File: src/rtl/bram3_line_flow_ctrl.sv
// Circular line-buffer controller for BRAM3: port A write sequencing, port B read
// sequencing, frame-start alignment, fill/run gating and error flush/re-sync.
module bram3_line_flow_ctrl #(
    parameter int ADDR_W      = 7,
    parameter int DEPTH       = 128,
    parameter int FRAME_LINES = 128,
    parameter int START_LEVEL = 4
) (
    input  logic              clk_i,
    input  logic              rst_n_i,
    input  logic              enable_i,
    input  logic              wr_vld_i,
    input  logic              wr_sof_i,
    input  logic [383:0]      wr_data_i,
    output logic              wr_rdy_o,
    output logic [ADDR_W-1:0] addra_o,
    output logic [383:0]      dina_o,
    output logic              wea_o,
    input  logic              rd_req_i,
    output logic [ADDR_W-1:0] addrb_o,
    output logic              rd_vld_o,
    output logic              full_o,
    output logic              empty_o,
    output logic [ADDR_W:0]   level_o,
    output logic              underrun_o,
    output logic              sof_err_o,
    input  logic              clear_i
);
    localparam int LINE_W = (FRAME_LINES > 1) ? $clog2(FRAME_LINES) : 1;
    localparam logic [ADDR_W:0]   DEPTH_C   = (ADDR_W+1)'(DEPTH);
    localparam logic [ADDR_W:0]   START_C   = (ADDR_W+1)'(START_LEVEL);
    localparam logic [ADDR_W-1:0] PTR_LAST  = ADDR_W'(DEPTH - 1);
    localparam logic [LINE_W-1:0] LINE_LAST = LINE_W'(FRAME_LINES - 1);

    typedef enum logic [1:0] {WAIT_SOF, FILL, RUN, FLUSH} state_t;

    state_t             state_q;
    logic [ADDR_W-1:0]  wr_ptr_q, rd_ptr_q, addra_q, addrb_q;
    logic [ADDR_W:0]    count_q, count_d;
    logic [LINE_W-1:0]  wr_line_q;
    logic [383:0]       dina_q;
    logic               wea_q, rd_pend_q, rd_vld_q, full_q, empty_q;
    logic               underrun_q, sof_err_q;
    logic               push, pop, store, sof_bad, underrun_ev, go_flush;

    assign wr_rdy_o    = rst_n_i & enable_i & (state_q != FLUSH) & (count_q < DEPTH_C);
    assign push        = wr_vld_i & wr_rdy_o;
    assign sof_bad     = (state_q == RUN) & push & wr_sof_i & (wr_line_q != '0);
    assign underrun_ev = (state_q == RUN) & enable_i & rd_req_i & (count_q == '0);
    assign pop         = (state_q == RUN) & enable_i & rd_req_i & (count_q != '0);
    assign go_flush    = ((state_q == FILL) | (state_q == RUN)) & (~enable_i | sof_bad | underrun_ev);

    always_comb begin
        store = 1'b0;
        case (state_q)
            WAIT_SOF: store = push & wr_sof_i;
            FILL:     store = push;
            RUN:      store = push & ~sof_bad & ~underrun_ev;
            default:  store = 1'b0;
        endcase
    end

    assign count_d = count_q + {{ADDR_W{1'b0}}, store} - {{ADDR_W{1'b0}}, pop};

    always_ff @(posedge clk_i) begin
        if (!rst_n_i) begin
            state_q    <= WAIT_SOF;
            wr_ptr_q   <= '0;
            rd_ptr_q   <= '0;
            count_q    <= '0;
            wr_line_q  <= '0;
            addra_q    <= '0;
            dina_q     <= '0;
            wea_q      <= 1'b0;
            addrb_q    <= '0;
            rd_pend_q  <= 1'b0;
            rd_vld_q   <= 1'b0;
            full_q     <= 1'b0;
            empty_q    <= 1'b1;
            underrun_q <= 1'b0;
            sof_err_q  <= 1'b0;
        end else begin
            wea_q <= store;
            if (store) begin
                addra_q <= wr_ptr_q;
                dina_q  <= wr_data_i;
            end
            if (pop) begin
                addrb_q <= rd_ptr_q;
            end
            // BRAM port B has one cycle of read latency after the address register
            rd_pend_q  <= pop;
            rd_vld_q   <= rd_pend_q;
            underrun_q <= underrun_ev | (underrun_q & ~clear_i);
            sof_err_q  <= sof_bad | (sof_err_q & ~clear_i);

            if (go_flush) begin
                state_q   <= FLUSH;
                wr_ptr_q  <= '0;
                rd_ptr_q  <= '0;
                count_q   <= '0;
                wr_line_q <= '0;
                rd_pend_q <= 1'b0;
                rd_vld_q  <= 1'b0;
                full_q    <= 1'b0;
                empty_q   <= 1'b1;
            end else begin
                if (store) begin
                    wr_ptr_q  <= (wr_ptr_q == PTR_LAST) ? '0 : wr_ptr_q + 1'b1;
                    wr_line_q <= (wr_line_q == LINE_LAST) ? '0 : wr_line_q + 1'b1;
                end
                if (pop) begin
                    rd_ptr_q <= (rd_ptr_q == PTR_LAST) ? '0 : rd_ptr_q + 1'b1;
                end
                count_q <= count_d;
                full_q  <= (count_d == DEPTH_C);
                empty_q <= (count_d == '0);
                case (state_q)
                    WAIT_SOF: if (store) state_q <= (START_LEVEL <= 1) ? RUN : FILL;
                    FILL:     if (count_d >= START_C) state_q <= RUN;
                    RUN:      state_q <= RUN;
                    FLUSH:    state_q <= WAIT_SOF;
                    default:  state_q <= WAIT_SOF;
                endcase
            end
        end
    end

    assign addra_o    = addra_q;
    assign dina_o     = dina_q;
    assign wea_o      = wea_q;
    assign addrb_o    = addrb_q;
    assign rd_vld_o   = rd_vld_q;
    assign full_o     = full_q;
    assign empty_o    = empty_q;
    assign level_o    = count_q;
    assign underrun_o = underrun_q;
    assign sof_err_o  = sof_err_q;
endmodule

File: config.mk
export PLATFORM = sky130hd
export DESIGN_NAME = bram3_line_flow_ctrl
export DESIGN_NICKNAME = d
export VERILOG_FILES = /design/src/rtl/bram3_line_flow_ctrl.sv
export SDC_FILE = /design/constraint.sdc
export NUM_CORES = 1
export LEC_CHECK = 0
export ABC_AREA = 1
export ABC_CLOCK_PERIOD_IN_PS = 6180
export BUFFER_PORTS_ARGS = -buffer_cell sky130_fd_sc_hd__buf_4
export CAP_MARGIN = 20
export CORE_AREA = 4 4 314 316
export DETAILED_ROUTE_END_ITERATION = 8
export DIE_AREA = 0 0 318 320
export GPL_TIMING_DRIVEN = 0
export PLACE_DENSITY = 0.36
export SYNTH_ARGS = -nofsm -noshare
export SYNTH_HDL_FRONTEND = slang
export SYNTH_SLANG_ARGS = --single-unit
export TNS_END_PERCENT = 5
File: constraint.sdc
create_clock -name clk_i -period 6.18 [get_ports clk_i]
set_input_delay 0.927 -clock clk_i [delete_from_list [all_inputs] [get_ports clk_i]]
set_output_delay 0.927 -clock clk_i [all_outputs]
set_load 0.05 [all_outputs]
==> reports/qor.csv <==
metric,value,unit
htree_levels,2,
p_int,6.05,mW
synth_seq_cells,436,
finalClockSkew,14.2,ps
ctsHoldBuffers,0,
hold_ws,409,ps
synthAdderAreaFrac,1.60,%
worst_ep_required_time,6690,ps
pwr_density_cell,381,nW/um^2
final_core_util,26.6,%
die_y,320,um
ys_seq_area_share,54.3,%
min_path_type,reg -> reg,
cp-start-kind,flip-flop,
clock_sink_count,436,
insertion_delay,620,ps
async_flop_share,0,%
min_from,rd_pend_q,
fillers,10806,
dr_total_vias,16205,
holdPathEnd,rd_vld_o,
syn_avg_cell_area,7.91,sq um
finalSetupViolCount,0,
synth_top_family_by_area,simple AND/OR/NAND/NOR gates,
grt_max_degree,14,
fmax,253,MHz
worstMarginPinSlew,958,ps
port_buffers,803,
die_x,318,um
synth-simple-area-share,22.6,%
power.share.switching,37.8,%
status,"complete, no violations",
start_util,16.7,%
muxShareOfSynthArea,0,%
synth_xor_area_share,0.599,%
drc_errors,0,
ant_nets,0,
drt-initial-drc-count,620,
design_power_total,9.72,mW
hold_viol_final,0,
r2r-start,state_q[1],
p_comb_share,32.6,%
nNetsFinal,3303,
synth_top_area_share,54.3,%
clockBufferDepth,3,
synth_nets,2443,
routed_wl,80.3,mm
worstPathMaxFanout,10,
fin_tns_setup,0,ps
antenna_found_initial,4,
synth_edf_count,0,
cts_tree,built,
clkSlewWorstSetupHoldPaths,60,ps
place.gp.congestion,0.791,
drive_gt1_share,34.0,%
yosys_warnings,0,
reg2regPathDepth,26,
rrSetupSlack,2240,ps
max_slew_margin,36.1,%
track_usage,15.1,%
arrival,4460,ps
rsz0062_at_grt,false,
viasPerCell,3.85,
critPathKind,reg -> reg,
place_hpwl,63.7,mm
area_delta_synth_final,58.5,%
cts.repair.resized,0,
cts-root-buf,clkbuf_16,
min_period,3940,ps
yosys.area.top_type,dfxtp_1,
grt_pass1_wl,115,mm
syn_inst,2032,
fp-row-count,114,
cts_buffers,55,
endpoint_kind,flip-flop,
grt_overflow,0,
p_sw,3.67,mW
synthTopCellsByArea,"dfxtp_1, nor2_1, o21ai_0",
dpl_worst_slack,1680,ps
fin_ws,2240,ps
coreArea,96000,sq um
clockPowerShare,33.2,%
synth_flop_cell,dfxtp_1,
reg2reg_to,state_q[1],
ys_types,34,
seq_power_share,34.2,%
fp.dieArea,102000,sq um
slew_viol_final,0,
dr.pass1.iters,6,
final_cell_mix,"nor2_1, buf_4, dfxtp_1, o21ai_0, o21ai_1",
vdd_drop_max,221,uV
period_share,63.8,%
synth_compound_area_share,13.9,%
grt_pass1_vias,16574,
synth_area,16100,sq um
wl_per_cell,19.1,um
power.leakage,11.2,nW
final_common_cell,nor2_1,
postCtsSetupBuffers,0,
num_io_pins,804,
drv_cap,0,
holdPathStages,2,
routing by layer:
layer  track usage [%]  share of wire [%]  vias to the layer above  wire, um
met3              6.19                8.9                       96      7150
li1                  -                  -                     8266         -
met2              26.3                 48                      536     38800
met1              17.1                 40                     7305     32400
met4              3.95                2.5                        2      1970
met5                 0              0.016                        -        13
cell type report:
type	instances	area, sq um	area share (%)
diodes	3	7.51	0.0295
inverters	54	203	0.795
plain buffers	137	937	3.68
flip-flops and latches	436	8730	34.2
repair buffers	803	6030	23.7
clock buffers	89	1710	6.70
multi-input cells	1405	6210	24.4
well taps	1276	1600	6.26
clock inverters	8	70.1	0.275
critical path, cell delays in order, from the launching register on:
cell	delay [ps]
dfxtp_1	350
ha_1	190
inv_1	50
nand2_1	110
nor3_4	240
nand3_2	170
nand3_2	120
nand2_2	60
nand2_2	80
buf_8	220
buf_12	180
buf_12	150
ha_1	230
inv_1	60
ha_1	160
inv_1	60
fa_1	400
inv_1	100
nand3_1	130
nand3_1	110
nand2_1	50
nand2_1	100
nand2_1	80
nor2_1	100
nand3_1	100
a21oi_1	150
nor2_1	60
metrics by stage:
| stage | cells | instance area (sq um) |
|---|---|---|
| after floorplan | 2032 | 16100 |
| after global placement | 4111 | 23700 |
| after detailed placement | 4111 | 23700 |
| after CTS | 4208 | 25500 |
| after global routing | 4209 | 25500 |
| final | 4211 | 25500 |
state kept, by name (all words and copies together) (netlist names):
name and flops:
addra_o 7, addrb_o 7, dina_o 384, empty_o 1, full_o 1, level_o 8
rd_pend_q 1, rd_ptr_q 7, rd_vld_o 1, sof_err_o 1, state_q 2, underrun_o 1
wea_o 1, wr_line_q 7, wr_ptr_q 7
Yosys cell counts (2+ instances only):
cell and number:
o21ai_0 220, clkbuf_1 45, nand2_2 10, nand4_1 4
nor2_1 819, or2_2 2, buf_2 44, nand3_1 25
xnor2_1 4, nor3_1 3, o21ai_1 181, ha_1 19
xor2_1 7, inv_1 54, buf_6 32, a21oi_2 6
nand2_1 67, buf_4 9, a21oi_1 26, buf_12 5
dfxtp_1 436, nand3_2 2
power by group through the flow:
stage               combinational, mW  clock, mW  sequential [mW]
floorplan                       0.981          0             4.46
global placement                 3.24          0             3.38
detailed placement               3.23          0             3.39
CTS                              3.23       3.37             3.33
global route                     3.44       3.47             3.37
finish                           3.17       3.22             3.33
cell families after synthesis:
| group | count (synthesis) |
|---|---|
| AO/OA/AOI/OAI | 438 |
| AND/OR/NAND/NOR | 936 |
| XOR/XNOR | 11 |
| buffers and inverters | 191 |
| adder cells (fa/ha/maj) | 20 |
| flip-flops | 436 |
worst max path at each step:
stage / from / end / slack, ps
3_3_place_gp: enable_i / state_q[1] / 1650
3_5_place_dp: enable_i / state_q[1] / 1680
2_1_floorplan: wr_vld_i / state_q[1] / 2550
6_report: state_q[1] / state_q[1] / 2240
4_1_cts: state_q[0] / state_q[1] / 2100
5_1_grt: state_q[0] / state_q[1] / 1840
Note: power is estimated with default switching activity, not from simulation.
